===== src/rtl/snes_header_finder_if.sv =====
// Cartridge memory read bus between the header finder (master) and the
// memory arbiter (slave). A level request is held with a stable address
// until a one-cycle acknowledge returns the byte.
interface snes_header_finder_if #(
  parameter int AW = 23
) ();
  logic          mem_req;
  logic [AW-1:0] mem_addr;
  logic          mem_ack;
  logic [7:0]    mem_rdata;

  modport master (
    output mem_req,
    output mem_addr,
    input  mem_ack,
    input  mem_rdata
  );

  modport slave (
    input  mem_req,
    input  mem_addr,
    output mem_ack,
    output mem_rdata
  );
endinterface


===== src/rtl/snes_header_finder.sv =====
// Locates the internal SNES header of a freshly loaded ROM image. Scores the
// LoROM, HiROM and ExHiROM candidate windows, picks the best one, pulses the
// parser reset and replays the chosen 64-byte window to the parser.
module snes_header_finder #(
  parameter int AW = 23
) (
  input  logic                        clk,
  input  logic                        resetn,
  input  logic                        start,
  input  logic [23:0]                 rom_bytes,
  snes_header_finder_if.master        mem,
  output logic                        parser_resetn,
  output logic [7:0]                  hdr_d,
  output logic                        hdr_strb,
  output logic [23:0]                 hdr_base,
  output logic [1:0]                  hdr_sel,
  output logic [3:0]                  hdr_score,
  output logic                        none_valid,
  output logic                        busy,
  output logic                        done
);

  typedef enum logic [2:0] {
    S_IDLE, S_SCAN, S_PICK, S_RSTP, S_STREAM, S_DONE
  } state_t;

  function automatic logic [23:0] win_base(input logic [1:0] w);
    case (w)
      2'd0:    return 24'h007FC0;
      2'd1:    return 24'h00FFC0;
      default: return 24'h40FFC0;
    endcase
  endfunction

  state_t        r_state, w_state_nxt;
  logic          r_mem_req;
  logic [AW-1:0] r_mem_addr;
  logic [5:0]    r_off;
  logic [1:0]    r_win;
  logic [2:0]    r_valid;
  logic          r_found;
  logic [7:0]    r_map, r_romsz, r_ramsz;
  logic [15:0]   r_cc, r_ck, r_vec;
  logic          r_parser_resetn;
  logic [7:0]    r_hdr_d;
  logic          r_hdr_strb;
  logic [23:0]   r_hdr_base;
  logic [1:0]    r_hdr_sel;
  logic [3:0]    r_hdr_score;
  logic          r_none_valid;

  logic          w_ack, w_last, w_map_ok;
  logic [2:0]    w_valid_in;
  logic          w_first_ok, w_next_ok;
  logic [1:0]    w_first, w_next;
  logic [3:0]    w_score;

  // An acknowledge only counts while a read is actually outstanding.
  assign w_ack  = mem.mem_ack & r_mem_req;
  assign w_last = (r_off == 6'h3F);

  // Window fit test against the loaded size; one spare bit avoids overflow.
  always_comb begin
    w_valid_in = '0;
    for (int i = 0; i < 3; i++) begin
      w_valid_in[i] = ({1'b0, win_base(2'(i))} + 25'd64) <= {1'b0, rom_bytes};
    end
  end

  // First valid window overall, and next valid window after the current one.
  // NOTE: every always_comb output gets a default first so no latch is inferred.
  always_comb begin
    w_first_ok = 1'b0;
    w_first    = 2'd0;
    w_next_ok  = 1'b0;
    w_next     = 2'd0;
    for (int i = 2; i >= 0; i--) begin
      if (r_valid[i]) begin
        w_first_ok = 1'b1;
        w_first    = 2'(i);
      end
      if (r_valid[i] && (2'(i) > r_win)) begin
        w_next_ok = 1'b1;
        w_next    = 2'(i);
      end
    end
  end

  // Plausibility score of the window whose bytes were just latched.
  always_comb begin
    case (r_win)
      2'd0:    w_map_ok = !r_map[0];
      2'd1:    w_map_ok = r_map[0] && !r_map[2];
      default: w_map_ok = (r_map[2:0] == 3'b101);
    endcase
    w_score = 4'd0;
    if (w_map_ok)                                   w_score = w_score + 4'd2;
    if (r_map[7:4] == 4'd2 || r_map[7:4] == 4'd3)   w_score = w_score + 4'd1;
    if (r_romsz >= 8'd8 && r_romsz <= 8'd13)        w_score = w_score + 4'd1;
    if (r_ramsz <= 8'd8)                            w_score = w_score + 4'd1;
    if ((r_cc ^ r_ck) == 16'hFFFF)                  w_score = w_score + 4'd2;
    if (r_vec[15])                                  w_score = w_score + 4'd1;
  end

  // State register.
  // NOTE: sequential state uses non-blocking assignments so every flop samples pre-edge values.
  always_ff @(posedge clk or negedge resetn) begin
    if (!resetn) r_state <= S_IDLE;
    else         r_state <= w_state_nxt;
  end

  // Next-state logic.
  always_comb begin
    w_state_nxt = r_state;
    case (r_state)
      S_IDLE, S_DONE: if (start) w_state_nxt = S_SCAN;
      S_SCAN: begin
        if (!r_mem_req) begin
          if (!w_first_ok) w_state_nxt = S_PICK;
        end else if (w_ack && w_last && !w_next_ok) begin
          w_state_nxt = S_PICK;
        end
      end
      S_PICK:   w_state_nxt = S_RSTP;
      S_RSTP:   w_state_nxt = S_STREAM;
      S_STREAM: if (!r_mem_req && r_hdr_strb) w_state_nxt = S_DONE;
      default:  w_state_nxt = S_IDLE;
    endcase
  end

  // Read sequencing, byte latching, best-window tracking and header replay.
  // NOTE: the latched header bytes are reset too; they are a handful of flops, not a RAM.
  always_ff @(posedge clk or negedge resetn) begin
    if (!resetn) begin
      r_mem_req       <= 1'b0;
      r_mem_addr      <= '0;
      r_off           <= '0;
      r_win           <= '0;
      r_valid         <= '0;
      r_found         <= 1'b0;
      r_map           <= '0;
      r_romsz         <= '0;
      r_ramsz         <= '0;
      r_cc            <= '0;
      r_ck            <= '0;
      r_vec           <= '0;
      r_parser_resetn <= 1'b1;
      r_hdr_d         <= '0;
      r_hdr_strb      <= 1'b0;
      r_hdr_base      <= '0;
      r_hdr_sel       <= '0;
      r_hdr_score     <= '0;
      r_none_valid    <= 1'b0;
    end else begin
      r_hdr_strb      <= 1'b0;
      r_parser_resetn <= (w_state_nxt != S_RSTP);
      case (r_state)
        S_IDLE, S_DONE: begin
          if (start) begin
            r_valid      <= w_valid_in;
            r_found      <= 1'b0;
            r_win        <= '0;
            r_off        <= '0;
            r_hdr_sel    <= '0;
            r_hdr_score  <= '0;
            r_hdr_base   <= '0;
            r_none_valid <= 1'b0;
          end
        end
        S_SCAN: begin
          if (!r_mem_req) begin
            if (w_first_ok) begin
              r_mem_req  <= 1'b1;
              r_win      <= w_first;
              r_off      <= '0;
              r_mem_addr <= AW'(win_base(w_first));
            end
          end else if (w_ack) begin
            case (r_off)
              6'h15:   r_map      <= mem.mem_rdata;
              6'h17:   r_romsz    <= mem.mem_rdata;
              6'h18:   r_ramsz    <= mem.mem_rdata;
              6'h1C:   r_cc[7:0]  <= mem.mem_rdata;
              6'h1D:   r_cc[15:8] <= mem.mem_rdata;
              6'h1E:   r_ck[7:0]  <= mem.mem_rdata;
              6'h1F:   r_ck[15:8] <= mem.mem_rdata;
              6'h3C:   r_vec[7:0] <= mem.mem_rdata;
              6'h3D:   r_vec[15:8] <= mem.mem_rdata;
              default: ;
            endcase
            if (w_last) begin
              // The first valid window is always taken; later ones must beat it.
              if (!r_found || (w_score > r_hdr_score)) begin
                r_hdr_sel   <= r_win;
                r_hdr_score <= w_score;
                r_found     <= 1'b1;
              end
              if (w_next_ok) begin
                r_win      <= w_next;
                r_off      <= '0;
                r_mem_addr <= AW'(win_base(w_next));
              end else begin
                r_mem_req <= 1'b0;
              end
            end else begin
              r_off      <= r_off + 6'd1;
              r_mem_addr <= r_mem_addr + AW'(1);
            end
          end
        end
        S_PICK: begin
          r_none_valid <= !r_found;
          r_hdr_base   <= win_base(r_hdr_sel);
        end
        S_RSTP: begin
          r_mem_req  <= 1'b1;
          r_off      <= '0;
          r_mem_addr <= AW'(r_hdr_base);
        end
        S_STREAM: begin
          if (w_ack) begin
            r_hdr_d    <= mem.mem_rdata;
            r_hdr_strb <= 1'b1;
            if (w_last) begin
              r_mem_req <= 1'b0;
            end else begin
              r_off      <= r_off + 6'd1;
              r_mem_addr <= r_mem_addr + AW'(1);
            end
          end
        end
        default: ;
      endcase
    end
  end

  assign mem.mem_req    = r_mem_req;
  assign mem.mem_addr   = r_mem_addr;
  assign parser_resetn  = r_parser_resetn;
  assign hdr_d          = r_hdr_d;
  assign hdr_strb       = r_hdr_strb;
  assign hdr_base       = r_hdr_base;
  assign hdr_sel        = r_hdr_sel;
  assign hdr_score      = r_hdr_score;
  assign none_valid     = r_none_valid;
  assign busy           = (r_state == S_SCAN) || (r_state == S_PICK) ||
                          (r_state == S_RSTP) || (r_state == S_STREAM);
  assign done           = (r_state == S_DONE);

endmodule


===== src/flat_wrapper.sv =====
// flat-port wrapper written by rule: the top's interface ports become plain ports
module snes_header_finder_flat 
#(
  parameter int AW = 23
)
  (clk, resetn, start, rom_bytes, parser_resetn, hdr_d, hdr_strb, hdr_base, hdr_sel, hdr_score, none_valid, busy, done, mem_mem_req, mem_mem_addr, mem_mem_ack, mem_mem_rdata);
  snes_header_finder_if #(.AW(AW)) mem_i ();
  input  logic clk;
  input  logic resetn;
  input  logic start;
  input  logic [23:0] rom_bytes;
  output logic parser_resetn;
  output logic [7:0] hdr_d;
  output logic hdr_strb;
  output logic [23:0] hdr_base;
  output logic [1:0] hdr_sel;
  output logic [3:0] hdr_score;
  output logic none_valid;
  output logic busy;
  output logic done;
  output wire logic [$bits(mem_i.mem_req)-1:0] mem_mem_req;
  output wire logic [$bits(mem_i.mem_addr)-1:0] mem_mem_addr;
  input wire logic [$bits(mem_i.mem_ack)-1:0] mem_mem_ack;
  input wire logic [$bits(mem_i.mem_rdata)-1:0] mem_mem_rdata;
  assign mem_mem_req = mem_i.mem_req;
  assign mem_mem_addr = mem_i.mem_addr;
  assign mem_i.mem_ack = mem_mem_ack;
  assign mem_i.mem_rdata = mem_mem_rdata;
  snes_header_finder #(.AW(AW)) u_core (.clk(clk), .resetn(resetn), .start(start), .rom_bytes(rom_bytes), .mem(mem_i), .parser_resetn(parser_resetn), .hdr_d(hdr_d), .hdr_strb(hdr_strb), .hdr_base(hdr_base), .hdr_sel(hdr_sel), .hdr_score(hdr_score), .none_valid(none_valid), .busy(busy), .done(done));
endmodule

===== config.mk =====
export PLATFORM = sky130hd
export DESIGN_NAME = snes_header_finder_flat
export DESIGN_NICKNAME = d
export VERILOG_FILES = /design/src/rtl/snes_header_finder_if.sv /design/src/rtl/snes_header_finder.sv /design/src/flat_wrapper.sv
export SDC_FILE = /design/constraint.sdc
export NUM_CORES = 1
export LEC_CHECK = 0
export CAP_MARGIN = 20
export CORE_UTILIZATION = 55
export DETAILED_ROUTE_END_ITERATION = 8
export PLACE_DENSITY = 0.82
export SLEW_MARGIN = 20
export SYNTH_ARGS = -nofsm -noshare
export SYNTH_HDL_FRONTEND = slang
export SYNTH_SLANG_ARGS = --single-unit

===== constraint.sdc =====
create_clock -name clk -period 11 [get_ports clk]
set_input_delay 1.1 -clock clk [delete_from_list [all_inputs] [get_ports clk]]
set_output_delay 1.1 -clock clk [all_outputs]
set_load 0.01 [all_outputs]

==> flow_summary.yaml <==
synthesis:
  synth-simple-area-share_pct: 15.6
  synth_seq_cells: 113
  netlist-cell-type-count: 67
  synth_top_family_by_area: "simple AND/OR/NAND/NOR gates"
  syn-instance-count: 572
  synth_flop_cell: "dfrtp_1"
  syn-mean-instance-area_um2: 10.5
  yosys_warns: 0
  syn_area_um2: 6020
  asyncSetResetFlopFracSynth_pct: 100
  synthMuxAreaShare_pct: 12.5
  seq_area_frac_synth_pct: 47.0
  yosys.area_share.adder_pct: 2.70
  synth_enable_flop_cells: 0
  synth_area_in_compound_gates_pct: 13.1
  xor_xnor_share_of_the_synthesized_area_pct: 4.09
grt:
  grt_start_max_net_pins: 59
  grt.overflow.total: 0
  grt_usage_pct: 25.7
  grt_antenna_before_repair: 0
  first_pass_grt_wire_length_mm: 22.7
  grt_pass1_vias: 4669
worst_setup_path:
  required_worst_endpoint_ps: 11390
  crit_arrival_ps: 5700
  critical-path-slowest-cell: "a21oi_1"
  critical_path.cell_chain: "o311ai_0 -> ha_1 -> mux2_2 -> ha_1 -> and3_1 -> a211oi_1 -> nor2_1 -> ha_1 -> nand2_1 -> o31ai_1 -> ha_1 -> nor2b_1 -> o21a_1 -> o21a_1 -> o21ai_0 -> a21oi_1 -> mux2_4"
  cp-end-kind: "register"
  critPathLaunchType: "register"
  peak_per_stage_delay_on_the_critical_path_ps: 710
  setup.worst_path.class: "register to register"
  timing.critical_path.fanout_max: 11
  crit_top_cell: "ha_1"
routing:
  drt_first_iter_violations: 249
  drc: 0
  drt.antenna.violating_nets: 0
  post_drt_wl_per_cell_um: 17.5
  drt-total-wl_mm: 13.7
  viasPerCell: 6.02
  via_count: 4716
  drt-pass1-iter-count: 5
power:
  powerDensity_nw_per_um2: 207
  power.ir.vdd_worst_mv: 0.158
  cellLeakagePower_nw: 3.30
final_layout:
  fillers: 762
  flow.area_growth_from_synthesis_pct: 21.5
  final_cell_mix: "dfrtp_1 (112), clkdlybuf4s50_1 (73), mux2_2 (63), o21ai_0 (48), nand2_1 (45)"
  mostFrequentLayoutCell: "dfrtp_1"
  finalNetCount: 683
  seqCellArea_um2: 2830
  area_taken_by_multi_input_logic_gates_um2: 2940
  number_of_inserted_diodes: 0
  share_of_cells_above_drive_strength_1_pct: 17.5
cts:
  cts.htree.levels: 4
  clk_transition_reported_paths_ps: 60
  cts_setup_buffers: 0
  cts_tree: "built"
  cts_inserted_buffers: 17
  ctsLongestPathBuffers: 2
  clk_root_buffer_cell: "clkbuf_8"
  cts.sink_count: 113
  worstSkewPairLatency_ps: 510
  cts_hold_buf: 0
  cts_resized: 0
floorplan:
  floorplan.initialDensity_pct: 57.5
  fp.coreArea_um2: 10500
  rows: 37
  dieHeight_um: 107
  io-pin-count: 103
  width_of_the_die_um: 107
  die_area_um2: 11400
timing:
  worst_slew_pin_slew_ps: 953
  achievable-frequency_mhz: 188
  finalWorstPathRequiredPeriod_ps: 5310
  report.final.hold_viol_count: 0
  totalNegativeSetupSlack_ps: 0
  rsz0062_at_grt: "false"
  max-slew-margin-rel_pct: 36.5
  timing_max_transition_violations_final: 0
  final.period_utilization_pct: 48.3
  fin_skew_ps: 10.9
  final.setup.worst_slack_ps: 5690
  setup_viol: 0
place:
  port-buffer-count: 74
  final_estimated_routing_congestion_in_global_placement: 0.836
  dpl.hpwl_mm: 8.99
  place_worst_setup_slack_ps: 5830
run:
  cap_viol_max_count: 0
hold_path:
  hold_path_class: "register to register"
run_status:
  outcome: "complete, no violations"
layout make-up:
class	count	share of cell area (%)
Multi-Input combinational cell	415	40.2
Inverter	12	0.616
Tap cell	136	2.33
Timing Repair Buffer	75	10.2
Clock buffer	18	5.85
Clock inverter	14	2.14
Sequential cell	113	38.7
path summary, 6_finish.rpt:
check	cells after the start	slack, ps	startpoint	end
worst max register to register	17	5690	u_core.r_win[1]	u_core.hdr_score[3]
max in group asynchronous	2	9170	resetn	u_core.r_map[2]
worst min-delay path	1	500	u_core.hdr_d[4]	u_core.hdr_d[4]
worst max-delay path	17	5690	u_core.r_win[1]	u_core.hdr_score[3]
worst min register to register	1	500	u_core.hdr_d[4]	u_core.hdr_d[4]
min in group asynchronous	1	630	resetn	u_core.mem.mem_addr[10]
cell families after synthesis:
family	Yosys count
other	1
XOR/XNOR	26
multiplexers	67
flip-flops	113
adder cells (fa/ha/maj)	13
buffers and inverters	56
AO/OA/AOI/OAI	123
AND/OR/NAND/NOR	173
layer usage:
layer,GRT usage (%),vias up,share of wire [%]
li1,-,2173,-
met4,10.5,0,2.1
met3,5.65,24,4.7
met2,42.9,161,51
met5,0,-,0
met1,32.3,2358,42
power by group:
group          switching [W]  total [W]  internal [W]
logic               0.000205   0.000409      0.000204
clock network       0.000206   0.000538      0.000332
registers          0.0000874   0.000569      0.000481
critical path: cells and delay by family, from the launching register on:
kind	cells	cell delay, ps
flops	1	450
mux	2	650
fa+ha+maj	4	1340
simple gates	4	470
compound gates	7	2280
metrics by stage:
stage / util [%] / hold slack, ps / instances / instance area (µm²) / total power [W]
final: 69.9 / 505 / 783 / 7310 / 0.00152
after floorplan: - / 462 / 584 / 6060 / 0.000806
after global routing: 69.9 / 514 / 783 / 7310 / 0.00160
after CTS: 69.9 / 509 / 783 / 7310 / 0.00152
after detailed placement: 64.3 / 492 / 751 / 6730 / 0.000975
after global placement: 64.3 / 479 / 751 / 6730 / 0.000951
flip-flops by register name, indices dropped and copies added (netlist names), 4 cells and up:
| name | count |
|---|---|
| u_core.hdr_d | 8 |
| u_core.hdr_score | 4 |
| u_core.mem.mem_addr | 23 |
| u_core.r_cc | 16 |
| u_core.r_ck | 16 |
| u_core.r_map | 6 |
| u_core.r_off | 6 |
| u_core.r_ramsz | 8 |
| u_core.r_romsz | 7 |
synth_stat cells (2+ instances only):
library cell,count,area (µm²)
dfrtp_1,112,2800
mux2_2,63,709
o21ai_0,48,240
nand2_1,45,169
nor2_1,35,131
buf_4,22,165
xor2_1,20,175
clkbuf_1,18,67.6
nand3_1,18,90.1
o31ai_1,18,135
a21oi_1,15,75.1
ha_1,13,163
inv_1,12,45.0
nand4_1,12,75.1
a31oi_1,9,56.3
nor2b_1,6,37.5
nor3_1,6,30.0
nor4_1,6,37.5
and2_1,5,31.3
and4_1,5,43.8
nand2b_1,5,31.3
o31a_1,5,43.8
xnor2_1,5,43.8
a21boi_0,4,30.0
and3_1,4,25.0
nand2_2,4,25.0
a211oi_1,3,22.5
mux2i_1,3,30.0
nor3b_1,3,22.5
a21o_1,2,15.0
buf_2,2,10.0
nand3b_1,2,15.0
nor4_2,2,25.0
o211ai_1,2,15.0
o21a_1,2,15.0
o22ai_1,2,12.5
o32a_1,2,20.0
or3_1,2,12.5
or4_1,2,15.0
(Power assumes the default switching activity.)
